`config.mk`:
```
export PLATFORM = sky130hd
export DESIGN_NAME = key_event_rx
export DESIGN_NICKNAME = d
export VERILOG_FILES = /design/src/rtl/key_event_rx.sv
export SDC_FILE = /design/constraint.sdc
export NUM_CORES = 1
export LEC_CHECK = 0
export CAP_MARGIN = 20
export CORE_MARGIN = 5
export CORE_UTILIZATION = 60
export DETAILED_ROUTE_END_ITERATION = 7
export MAX_ROUTING_LAYER = met4
export PLACE_DENSITY = 0.78
export SLEW_MARGIN = 10
export SYNTH_ARGS = -nofsm -noshare
export SYNTH_HDL_FRONTEND = slang
export SYNTH_SLANG_ARGS = --single-unit
```
`constraint.sdc`:
```
create_clock -name clk_in -period 2.2 [get_ports clk_in]
set_input_delay 0.66 -clock clk_in [delete_from_list [all_inputs] [get_ports clk_in]]
set_output_delay 0.66 -clock clk_in [all_outputs]
set_load 0.01 [all_outputs]
```
`src/rtl/key_event_rx.sv`:
```
// key_event_rx: four-key receiver. Each raw key is synchronized, debounced and
// edge-detected; presses become coded events in a first-word-fall-through FIFO
// drained over a valid/ready handshake.
// Build macro KEY_RELEASE_EVENT_EN: also report releases (evt_press = 0),
// widening FIFO entries to {press, code}.
module key_event_rx #(
  parameter int unsigned DEBOUNCE_CYCLES = 50000,
  parameter int unsigned DEPTH_LOG2      = 2
) (
  input  logic       clk_in,
  input  logic       clr,
  input  logic [3:0] key_in,
  input  logic       evt_ready,
  output logic       evt_valid,
  output logic [1:0] evt_code,
  output logic       evt_press,
  output logic [3:0] key_level,
  output logic       overflow
);

  localparam int unsigned DEPTH = 1 << DEPTH_LOG2;
  localparam logic [15:0] DB_LAST = 16'(DEBOUNCE_CYCLES - 1);
  localparam logic [DEPTH_LOG2:0] PTR_ONE = {{DEPTH_LOG2{1'b0}}, 1'b1};
`ifdef KEY_RELEASE_EVENT_EN
  localparam int unsigned W = 3;
`else
  localparam int unsigned W = 2;
`endif

  logic [3:0]          sync_q1, key_sync, stable, stable_d;
  logic [15:0]         cnt [4];
  logic [3:0]          press_edge, pend_press, grant_press;
`ifdef KEY_RELEASE_EVENT_EN
  logic [3:0]          rel_edge, pend_rel, grant_rel;
  logic                push_is_press;
`endif
  logic                push, pop, full, can_accept;
  logic [1:0]          push_code;
  logic [W-1:0]        wdata, head;
  logic [W-1:0]        mem [DEPTH];
  logic [DEPTH_LOG2:0] wptr, rptr;

  // Two-flop synchronizer for the asynchronous key lines
  always_ff @(posedge clk_in) begin
    if (clr) begin
      sync_q1  <= '0;
      key_sync <= '0;
    end else begin
      sync_q1  <= key_in;
      key_sync <= sync_q1;
    end
  end

  // Per-key debounce: accept a new level after DEBOUNCE_CYCLES consecutive differing cycles
  always_ff @(posedge clk_in) begin
    if (clr) begin
      stable <= '0;
      for (int unsigned i = 0; i < 4; i++) cnt[i] <= '0;
    end else begin
      for (int unsigned i = 0; i < 4; i++) begin
        if (key_sync[i] == stable[i]) begin
          cnt[i] <= '0;
        end else if (cnt[i] == DB_LAST) begin
          cnt[i]    <= '0;
          stable[i] <= key_sync[i];
        end else begin
          cnt[i] <= cnt[i] + 16'd1;
        end
      end
    end
  end

  assign press_edge = stable & ~stable_d;
`ifdef KEY_RELEASE_EVENT_EN
  assign rel_edge   = ~stable & stable_d;
`endif

  // Edge capture into pending flags; an edge landing on an already-set flag is dropped and flagged
  always_ff @(posedge clk_in) begin
    if (clr) begin
      stable_d   <= '0;
      pend_press <= '0;
      overflow   <= 1'b0;
`ifdef KEY_RELEASE_EVENT_EN
      pend_rel   <= '0;
`endif
    end else begin
      stable_d   <= stable;
      pend_press <= (pend_press & ~grant_press) | (press_edge & ~pend_press);
`ifdef KEY_RELEASE_EVENT_EN
      pend_rel   <= (pend_rel & ~grant_rel) | (rel_edge & ~pend_rel);
      if (|(press_edge & pend_press) || |(rel_edge & pend_rel)) overflow <= 1'b1;
`else
      if (|(press_edge & pend_press)) overflow <= 1'b1;
`endif
    end
  end

  assign pop        = evt_valid & evt_ready;
  assign full       = (wptr[DEPTH_LOG2] != rptr[DEPTH_LOG2]) &&
                      (wptr[DEPTH_LOG2-1:0] == rptr[DEPTH_LOG2-1:0]);
  assign can_accept = ~full | pop;

  // Fixed-priority arbiter: lowest key first, press before release of the same key
  always_comb begin
    grant_press   = '0;
    push          = 1'b0;
    push_code     = '0;
`ifdef KEY_RELEASE_EVENT_EN
    grant_rel     = '0;
    push_is_press = 1'b1;
`endif
    if (can_accept) begin
      for (int unsigned i = 0; i < 4; i++) begin
        if (!push && pend_press[i]) begin
          grant_press[i] = 1'b1;
          push           = 1'b1;
          push_code      = 2'(i);
`ifdef KEY_RELEASE_EVENT_EN
          push_is_press  = 1'b1;
        end else if (!push && pend_rel[i]) begin
          grant_rel[i]   = 1'b1;
          push           = 1'b1;
          push_code      = 2'(i);
          push_is_press  = 1'b0;
`endif
        end
      end
    end
  end

`ifdef KEY_RELEASE_EVENT_EN
  assign wdata = {push_is_press, push_code};
`else
  assign wdata = push_code;
`endif

  // FIFO pointers; one extra MSB separates full from empty
  always_ff @(posedge clk_in) begin
    if (clr) begin
      wptr <= '0;
      rptr <= '0;
    end else begin
      if (push) wptr <= wptr + PTR_ONE;
      if (pop)  rptr <= rptr + PTR_ONE;
    end
  end

  // FIFO storage; contents are meaningless while the pointers say empty
  always_ff @(posedge clk_in) begin
    if (push) mem[wptr[DEPTH_LOG2-1:0]] <= wdata;
  end

  assign head      = mem[rptr[DEPTH_LOG2-1:0]];
  assign evt_valid = (wptr != rptr);
  assign evt_code  = evt_valid ? head[1:0] : 2'b00;
`ifdef KEY_RELEASE_EVENT_EN
  assign evt_press = evt_valid ? head[2] : 1'b1;
`else
  assign evt_press = 1'b1;
`endif
  assign key_level = stable;

endmodule

```
# Word-level counts from Yosys, hierarchy flattened
# Memory sizes are Yosys's and may differ from the RTL's. A register that Yosys moved wholly into a read port is not among the register bits.
# Cells that the tools add are included.
totals:
  mem_bits_rw: 72
  memories: 2
  elab_cells: 148
  out_inout_bits: 9
  input_bits: 7
  reg_bits: 27
op_classes:
  n_eq_ne: 11
  bitwise: 27
  muxes: 79
  addsub: 6
  n_reduce_logical: 12
memory_table:
  columns: ["memory", "depth", "width", "rd", "rd_clocked_by_memory_dff", "wr", "line", "source"]
  rows:
  - ["cnt", 4, 16, 4, 0, 4, "31", "logic [15:0] cnt [4];"]
  - ["mem", 4, 2, 1, 1, 1, "40", "logic [W-1:0] mem [DEPTH];"]
op_table:
  columns: ["cell", "n"]
  rows:
  - ["two-way mux 16 bit", 12]
  - ["adder 16 x 1 -> 16 bit, second input constant", 4]
  - ["== test 16 bit, second input constant", 4]
  - ["two-way mux 1 bit", 60]
  - ["bitwise AND 4 bit", 4]
  - ["OR 1 bit", 13]
  - ["two-way mux 2 bit", 6]
  - ["NOT 4 bit", 3]
  - ["AND reduction 2 bit", 4]
  - ["adder 3 x 1 -> 3 bit, second input constant", 2]
  - ["NOT 1 bit", 5]
  - ["== test 1 bit", 4]
  - ["logical AND 1 bit", 4]
  - ["two-way mux 4 bit", 1]
  - ["OR 4 bit", 1]
  - ["OR reduction 4 bit", 1]
  - ["zero test 1 bit", 3]
  - ["inequality test 3 bit", 1]
  - ["== test 2 bit", 1]
  - ["bitwise AND 1 bit", 1]
  - ["inequality test 1 bit", 1]

# Logic depth before layout (Yosys ltp)
depth:
  word_depth: 20
  depth_mapped: 7
  ltp_nobuf: 5

# Least setup slack after synthesis
# No wires, ideal clock.
synth_path:
  path_type: "reg-to-reg"
  startpoint: "memory cnt[3][11]"
  endpoint: "memory cnt[3][11], data pin"
  required_ns: 1.946
  stages_incl_launch_ff: 7
  n_path_buf: 2
  setup_time_ns: 0.254
  slack_ns: 0.241
  arrival_time_ns: 1.705
  period_less_slack_ns: 1.959
  cell_sequence: "edfxtp_1 > or4_1 > nor4_2 > or3_1 > buf_6 > buf_12 > nor2_1"
synth_lines:
  columns: ["item", "line"]
  rows:
  - ["start: declaration", "31"]

==> Flow_metrics.wiki <==
{| class="wikitable"
! Metric !! Value
|-
| Startpoint type of the worst setup path || flop
|-
| Xor/xnor share of the synthesized area || 11.1%
|-
| CP required || 1.54 ns
|-
| Buffer levels on the longest clock path || 2
|-
| Worst setup EP type || output pin
|-
| Critical Path AT || 1.50 ns
|-
| Post-detailed-routing wire length || 8920 um
|-
| Crit Path Category || flop to output pin
|-
| Via count || 3467
|-
| Maximum clock frequency || 463 MHz
|-
| Synth area leader || sky130_fd_sc_hd__edfxtp_1
|-
| Number of synthesized flops with an enable pin || 72
|-
| Cell with the most instances after synthesis || sky130_fd_sc_hd__nor2_1
|-
| Overflow left after global routing || 0
|-
| Mux cell area share after synthesis || 2.14%
|-
| Power density over cell area || 617 nW/um^2
|-
| TritonCTS clock tree || yes
|-
| Maximum number of pins on one net before global-route repair || 21
|-
| RePlAce Congestion || 0.837
|-
| Die width || 101 um
|-
| Most used flip-flop cell after synthesis || sky130_fd_sc_hd__edfxtp_1
|-
| Post-route clock period utilization || 98.2%
|-
| Post-synthesis cell count || 452
|-
| Setup repair after global routing missed its margin || true
|-
| Int Pwr || 2.80 mW
|-
| Post-layout nets || 569
|-
| Crit-path leading delay family || multiplexers
|-
| Slew Viols, Final || 0
|-
| Leakage Power || 2.06 nW
|-
| Clock network fraction of total power || 36.0%
|-
| Critical-path top delay cell || sky130_fd_sc_hd__mux4_2
|-
| Part of the total power dissipated in sequential elements || 59.6%
|-
| Fraction of power spent switching nets || 22.2%
|-
| Hold path startpoint || sync_q1[0]
|-
| Post-synth ARST share || 0%
|-
| FF-to-FF Start || cnt[3][11]
|-
| Starting density of the core || 61.1%
|-
| Via count of the first global-routing pass || 3335
|-
| Detailed Route Iter0 Violations || 124
|-
| Worst clock skew || 0.00727 ns
|-
| Leading post-synthesis cells by instance count || sky130_fd_sc_hd__nor2_1 (83), sky130_fd_sc_hd__edfxtp_1 (72), sky130_fd_sc_hd__xnor2_1 (48)
|-
| Total routing resource utilization after global routing || 19.3%
|-
| Die height || 101 um
|-
| Worst Path Buf+Inv || 1
|-
| Number of synthesized register bits || 101
|-
| Clock insertion delay at the later pin of the skew report || 0.36 ns
|-
| Biggest cell delay along the critical path || 0.51 ns
|-
| Synth top area share || 43.5%
|-
| Die footprint || 10200 sq um
|-
| Mean routed wirelength per cell || 13.4 um
|-
| Inserted Clock Buffers || 9
|-
| Final critical path time including I/O delays and setup || 2.16 ns
|-
| Via-per-instance ratio || 5.23
|-
| Cell count of the worst reg-to-reg path || 5
|-
| Number of distinct library cells after synthesis || 49
|-
| CTS HTree Levels || 3
|-
| IO Port Bufs || 14
|-
| Fraction of final layout cells sized beyond drive strength 1 || 10.4%
|-
| Cell at the root of the clock tree || sky130_fd_sc_hd__clkbuf_8
|-
| Maxcap violations || 0
|-
| Worst Hold Margin || 0.447 ns
|-
| Count of unresolved DRC violations after routing || 0
|-
| Hold violation total from the final report || 0
|-
| Total cell area at the placement stage || 5570 sq um
|-
| Critical-path maximum fanout || 2
|-
| DR pass1 iterations || 4
|-
| Sequence of cells on the critical path || mux4_2 > nor2b_1 > buf_2
|-
| Count of cells along the worst hold path || 1
|-
| Number of fillers in the final layout || 571
|-
| Synth warnings || 0
|-
| Placed wire-length estimate || 6250 um
|-
| Min-Delay Endpoint || key_sync[0]
|-
| Endpoints failing setup || 0
|-
| Finished layout cell area || 5840 sq um
|-
| Maximum resistive drop on vdd || 0.348 mV
|-
| Per-instance average area after synthesis || 11.0 sq um
|-
| Number of antenna violations at the first check in global routing || 0
|-
| Number of nets with antenna violations after routing || 0
|-
| Diodes inserted || 0
|-
| Setup slack of the worst register-to-register path || 0.12 ns
|-
| Netlist Area Pre-Place || 4970 sq um
|-
| Hold buffer count at CTS || 0
|-
| Clock slew at reported path FFs || 0.10 ns
|-
| Run status || finished, final reports clean
|-
| Part of the Yosys area used for sequential elements || 55.2%
|-
| Wire length of the first global-routing pass || 15100 um
|-
| Top Ports || 16
|-
| FF-to-FF End || cnt[3][11]
|-
| Row count || 33
|-
| Stages on the worst setup path || 3
|-
| Power share of the combinational group || 4.3%
|-
| Simple-gate share of the synthesized area || 23.1%
|-
| Synth top area cells || sky130_fd_sc_hd__edfxtp_1 (44%), sky130_fd_sc_hd__dfxtp_1 (12%), sky130_fd_sc_hd__xnor2_1 (8.5%), sky130_fd_sc_hd__nor2_1 (6.3%), sky130_fd_sc_hd__xor2_1 (2.6%)
|-
| Main combinational cell family by area after synthesis || simple AND/OR/NAND/NOR gates
|-
| Core region area || 8130 sq um
|-
| Adder-Cell Fraction of Synth Area || 2.27%
|-
| Reported net switching power || 0.799 mW
|-
| Type of the tightest min-delay check || flop to flop
|-
| Post-synthesis compound-gate area fraction || 3.25%
|-
| Synthesis-to-layout area growth || 17.5%
|-
| CTS sink count || 101
|}
==> routing by layer <==
metal  wire [um]  up-vias  global-route usage [%]
met5           0        -                       -
met4          94        0                    5.01
met3         258        9                    3.67
met2        4450       49                    31.9
met1        4120     1647                    24.7
li1            -     1762                       -
==> cell usage in the layout (no fill, tap or decap), types with 15 or more instances in the layout <==
cell	count
sky130_fd_sc_hd__nor2_1	83
sky130_fd_sc_hd__edfxtp_1	72
sky130_fd_sc_hd__conb_1	65
sky130_fd_sc_hd__xnor2_1	48
sky130_fd_sc_hd__dfxtp_1	26
sky130_fd_sc_hd__buf_4	22
sky130_fd_sc_hd__nand3_1	20
sky130_fd_sc_hd__nand4_1	18
sky130_fd_sc_hd__inv_1	17
sky130_fd_sc_hd__nor3_1	17
sky130_fd_sc_hd__nor4_1	16
sky130_fd_sc_hd__nor2b_1	16
sky130_fd_sc_hd__nand2_1	15
==> final cells by class <==
type	count	area (sq um)	share of cell area [%]
Clock buffer	9	124	2.12
Clock inverter	7	98.8	1.69
Inverter	17	63.8	1.09
Multi-Input combinational cell	387	2350	40.3
Sequential cell	101	2750	47.0
Tap cell	105	131	2.25
Timing Repair Buffer	37	320	5.49
==> how the worst max path moves through the flow <==
stage               startpoint     endpoint
global route         mem[2][1]  evt_code[1]
floorplan           cnt[3][11]   cnt[3][11]
finish                    flop  evt_code[1]
global placement          flop  evt_code[0]
CTS                       flop  evt_code[1]
detailed placement        flop  evt_code[1]
==> stage by stage <==
| step | cells | util [%] | TNS (ns) | setup slack (ns) | power (mW) |
|---|---|---|---|---|---|
| after floorplan | 516 | - | 0 | 0.241 | 2.29 |
| after global placement | 645 | 68.5 | 0 | 0.0411 | 2.33 |
| after detailed placement | 645 | 68.5 | 0 | 0.0163 | 2.34 |
| after CTS | 663 | 71.6 | 0 | 0.00735 | 3.63 |
| after global routing | 663 | 71.8 | -0.0405 | -0.0405 | 3.74 |
| final | 663 | 71.8 | 0 | 0.0407 | 3.60 |
==> timing repair <==
item / in CTS / in global routing
gates cloned: 0 / 0
buffers inserted: 2 / 0
pin swaps: 2 / 1
resized for setup: 14 / 3
endpoints found under the setup margin: 3 / 3
==> cell families after synthesis <==
logic type                 count (synthesis)
buffers and inverters                     28
other                                      1
muxes                                      8
AOI/OAI and AO/OA                         21
DFF                                      101
xor gates and xnor gates                  63
adders and majority gates                  9
and+or+nand+nor                          221
==> state kept, by name, summed over array words and instances, names as in the netlist, named ones only <==
register    count
wptr            3
key_sync        4
cnt            64
pend_press      4
mem             8
stable_d        4
rptr            3
overflow        1
sync_q1         4
key_level       4
==> power groups by stage <==
stage	clock [mW]	sequential, mW	combinational, mW
floorplan	0	2.18	0.114
global placement	0	2.19	0.146
detailed placement	0	2.19	0.149
CTS	1.33	2.15	0.151
global route	1.41	2.16	0.175
finish	1.30	2.15	0.155
(Power assumes the default switching activity.)
==> variant 1: new RTL, same flow settings <==
`DEPTH_LOG2`: 2 -> 1.
--- a/src/rtl/key_event_rx.sv
+++ b/src/rtl/key_event_rx.sv
@@ -7,3 +7,3 @@
   parameter int unsigned DEBOUNCE_CYCLES = 50000,
-  parameter int unsigned DEPTH_LOG2      = 2
+  parameter int unsigned DEPTH_LOG2      = 1
 ) (
Behaviour: no difference found for any inputs over 10 cycles, from zero or initial values; that may be too few to reach the edited logic, so the function may still have changed.
==> variant 1 against the original RTL <==
First-iteration DRC count increased by 8.1%. Via count decreased by 5.5%. Design area decreased by 7.7%. Core utilization decreased by 0.92 points. Clock power decreased by 15%. Sequential share of layout area increased by 0.64 points. Critical path type unchanged. Critical path depth increased by 1. Routed wire length decreased by 10%. Largest cell class unchanged. Die area decreased by 6.6%. Sequential cell count decreased by 7. Area after synthesis decreased by 7.3%. Setup slack improved by 0.076 ns. Total power decreased by 9.4%.
==> variant 1: results (changes against the original RTL) <==
fraction of final layout cells with drive strength greater than 1=8.62% (-1.8 points); vias in the first global route=3204 (-3.9%); worst stage delay on the critical path=0.37 ns (-0.14 ns); delay-heaviest family, CP=flip-flops; DP HPWL=5720 um (-8.5%); clkbuf count=10 (+1); wire length on met1=3580 um (-13%); post-synthesis register bit count=94 (-6.9%); complex-gate fraction of the synthesized area=3.53% (+0.28 points); maximum vdd ir drop=0.429 mV (+23%); post-synthesis xor/xnor area fraction=12.2% (+1.1 points); maximum number of pins on one net before global-route repair=23 (+9.5%); DR vias=3277 (-5.5%); EDFF count, synth=68 (-5.6%); launch point of the worst reg-to-reg path=cnt[0][11]; wire length on met3=205 um (-21%); commonest cells in the netlist=86 x sky130_fd_sc_hd__nor2_1, 68 x sky130_fd_sc_hd__edfxtp_1, 37 x sky130_fd_sc_hd__xnor2_1; drt initial violations=134 (+8.1%); post-CTS sizing=11 (-3); share of cell area taken by flip-flops and latches=47.7% (+0.64 points); Data buffer area share=4.81% (-0.68 points); Layout clock area frac=3.51% (-0.31 points); gr usage total=18.3% (-1.1 points); number of nets at the end of the flow=528 (-7.2%); global placer's final weighted congestion=0.812 (-3.0%); number of combinational gates with multiple inputs=373 (-3.6%); count of filler cells inserted in the layout=591 (+3.5%); crit-path max FO=3 (+1); arrival time of data at the critical path endpoint=1.42 ns (-0.08 ns); CP max stage cell=sky130_fd_sc_hd__dfxtp_4; non-clock buffer count in the final layout=27 (-27%); outcome=finished clean; multi-input logic area=2200 um2 (-6.5%); cell types occupying the most area after synthesis=sky130_fd_sc_hd__edfxtp_1 44%, sky130_fd_sc_hd__dfxtp_1 11%, sky130_fd_sc_hd__xnor2_1 7.0%; leakage power summed over all cells=1.91 nW (-7.0%); start point of the worst hold path=sync_q1[1]; cell count of the worst reg-to-reg path=4 (-1); portion of netlist area occupied by mux cells=1.11% (-1.0 points); maximum clock skew at final layout=0.0106 ns (+0.00336 ns); wire length of the first global-routing pass=13900 um (-8.2%); portion of the post-synthesis area used by sequential elements=55.6% (+0.44 points); setup slack, reg-to-reg=0.16 ns (+0.04 ns); met2 wire length=4060 um (-8.6%); final routed wire length divided by cell count=12.8 um (-4.6%)
-- variant 1: cell types whose count changed after synthesis, sizes merged, moves of 4 or more --
cell,delta
and4,+4
edfxtp,-4
ha,-5
inv,-5
nor3,-10
nor4,-5
xnor2,-11
xor2,+12
-- variant 1: per-stage QoR --
step	setup WS [ns]	cell area, um2	hold slack, ns	cells	total power [W]
after floorplan	0.214	4850	0.414	489	0.00214
after global placement	0.184	5180	0.420	608	0.00219
after detailed placement	0.168	5180	0.432	608	0.00219
after CTS	0.109	5390	0.454	624	0.00328
after global routing	0.0316	5390	0.473	624	0.00341
final	0.117	5390	0.447	624	0.00326
-- variant 1: report_power, final --
part,switching (W),internal [W]
sequential,0.0000586,0.00195
clock,0.000642,0.000463
combinational,0.0000805,0.0000691
-- variant 1: metal layers --
metal	global-route usage, %	vias up
li1	-	1638
met1	22.1	1568
met2	30.7	53
met3	2.30	18
met4	8.09	0
met5	-	-
==> variant 2: new RTL, same flow settings <==
Without the edit above. Add an input register stage for `key_in`, without a reset; this delays it by one clock. The other inputs are not delayed to match.
--- a/src/rtl/key_event_rx.sv
+++ b/src/rtl/key_event_rx.sv
@@ -23,2 +23,8 @@
   localparam logic [DEPTH_LOG2:0] PTR_ONE = {{DEPTH_LOG2{1'b0}}, 1'b1};
+
+  logic [3:0] key_q;
+
+  always_ff @(posedge clk_in) begin
+    key_q <= key_in;
+  end
 `ifdef KEY_RELEASE_EVENT_EN
@@ -48,3 +54,3 @@
     end else begin
-      sync_q1  <= key_in;
+      sync_q1  <= key_q;
       key_sync <= sync_q1;
Function: no difference found for any inputs over 10 cycles, from zero or initial values; that may be too few to reach the edited logic, so the function may still have changed.
==> variant 2 against the original RTL <==
Sequential power up 3%. Clock skew rose by 0.0067 ns. Total power is 4.4% higher. Setup slack gained 0.033 ns. Routed wire length down 5.4%. Design area rose by 0.62%. Area after synthesis increased by 1.6%. Sequential cell count up 4. Largest power group unchanged.
==> variant 2: results (changes against the original RTL) <==
outcome=finished clean; cell types occupying the most area after synthesis=sky130_fd_sc_hd__edfxtp_1 43%, sky130_fd_sc_hd__dfxtp_1 13%, sky130_fd_sc_hd__xnor2_1 8.5%; total wire length=8440 um (-5.4%); end point of the most critical hold path=key_sync[2]; portion of the post-synthesis area used by sequential elements=55.9% (+0.74 points); number of nets at the end of the flow=565 (-0.70%); total placed cells including tap cells=642 (-0.47%); maximum number of pins on one net before global-route repair=19 (-9.5%); fraction of final layout cells with drive strength greater than 1=8.66% (-1.7 points); worst stage delay on the critical path=0.49 ns (-0.02 ns); vias in the first global route=3247 (-2.6%); launch point of the worst reg-to-reg path=cnt[3][12]; global placer's final weighted congestion=0.759 (-9.4%); mean instance size in the synthesized netlist=11.1 um2 (+0.67%); arrival time of data at the critical path endpoint=1.47 ns (-0.03 ns); drt initial violations=129 (+4.0%); r2r endpoint=cnt[3][5]; DR vias=3410 (-1.6%); commonest cells in the netlist=89 x sky130_fd_sc_hd__nor2_1, 72 x sky130_fd_sc_hd__edfxtp_1, 49 x sky130_fd_sc_hd__xnor2_1; setup slack, reg-to-reg=0.21 ns (+0.09 ns); maximum clock skew at final layout=0.0140 ns (+0.00673 ns); DP HPWL=6030 um (-3.7%); gr usage total=18.3% (-1.0 points); Area after DPL=5620 um2 (+0.74%); maximum vdd ir drop=0.457 mV (+31%); start point of the worst hold path=sync_q1[2]; count of filler cells inserted in the layout=634 (+11%); via count normalized by instance count=5.17 (-1.0%)
==> variant 2: cell count changes after synthesis, sizes merged, moves of 2 or more <==
cell	before	now
nor2	83	89
dfxtp	29	33
clkbuf	5	8
nand4	18	15
buf	6	4
nor4	17	15
or2	3	1
==> variant 2: area by class of cell <==
cell class,count,share of cell area [%]
flip-flops and latches,105,48.2
inverters,17,1.09
well taps,105,2.24
repair buffers,30,4.66
clock inverters,5,1.79
clock buffers,11,2.24
multi-input cells,386,39.8
==> variant 2: routing by layer <==
| layer | part of all wire [%] | track usage (%) | vias up |
|---|---|---|---|
| met3 | 2.6 | 3.79 | 12 |
| met5 | 0 | - | - |
| met1 | 48 | 24.0 | 1613 |
| met4 | 1.6 | 7.06 | 0 |
| met2 | 48 | 28.2 | 53 |
| li1 | - | - | 1732 |
==> variant 2: stage by stage <==
step	utilization, %	hold slack (ns)	setup WS, ns	total power, W
6_report	71.5	0.447	0.0737	0.00376
5_1_grt	71.5	0.458	0.0107	0.00392
3_3_place_gp	68.3	0.417	0.0662	0.00241
2_1_floorplan	-	0.414	0.292	0.00237
4_1_cts	71.4	0.445	0.0504	0.00378
3_5_place_dp	68.3	0.423	0.0392	0.00241
==> variant 2: what timing repair did <==
item	4_1_cts	5_1_grt
gates resized for setup	15	2
endpoints found under the hold margin	0	0
hold buffers	0	0
endpoints found under the setup margin	3	1
pin swaps	2	1
setup buffers	1	0
==> variant 2: logic make-up (layout without fill, tap and decap cells) <==
logic type,count (synthesis),count (layout),synth area share (%)
compound gates,17,17,2.65
xor+xnor,65,65,11.3
fa+ha+maj,9,9,2.23
buf+inv,29,63,2.88
flops,105,105,55.9
mux,8,8,2.11
other cells,1,65,0.0743
simple gates,222,222,22.9
==> variant 2: power by group <==
part | switching (W) | internal, W
clock network | 0.000631 | 0.000757
logic | 0.0000790 | 0.0000710
registers | 0.0000593 | 0.00216
==> variant 2: how the worst max path moves through the flow <==
stage,endpoint,from,depth (start not counted),slack [ns]
6_report,evt_code[0],flip-flop,3,0.07
3_3_place_gp,mem[3][0],evt_ready,3,0.07
2_1_floorplan,cnt[3][8],cnt[3][12],6,0.29
3_5_place_dp,mem[3][0],evt_ready,3,0.04
4_1_cts,evt_code[0],flip-flop,3,0.05
5_1_grt,evt_code[0],flip-flop,3,0.01
==> variant 2: worst register-to-register path: stages (launching register included) <==
cell                       delay [ns]
sky130_fd_sc_hd__edfxtp_1        0.47
sky130_fd_sc_hd__or4_4           0.55
sky130_fd_sc_hd__nor4_4          0.30
sky130_fd_sc_hd__or3_1           0.15
sky130_fd_sc_hd__buf_4           0.20
sky130_fd_sc_hd__nor2_1          0.07
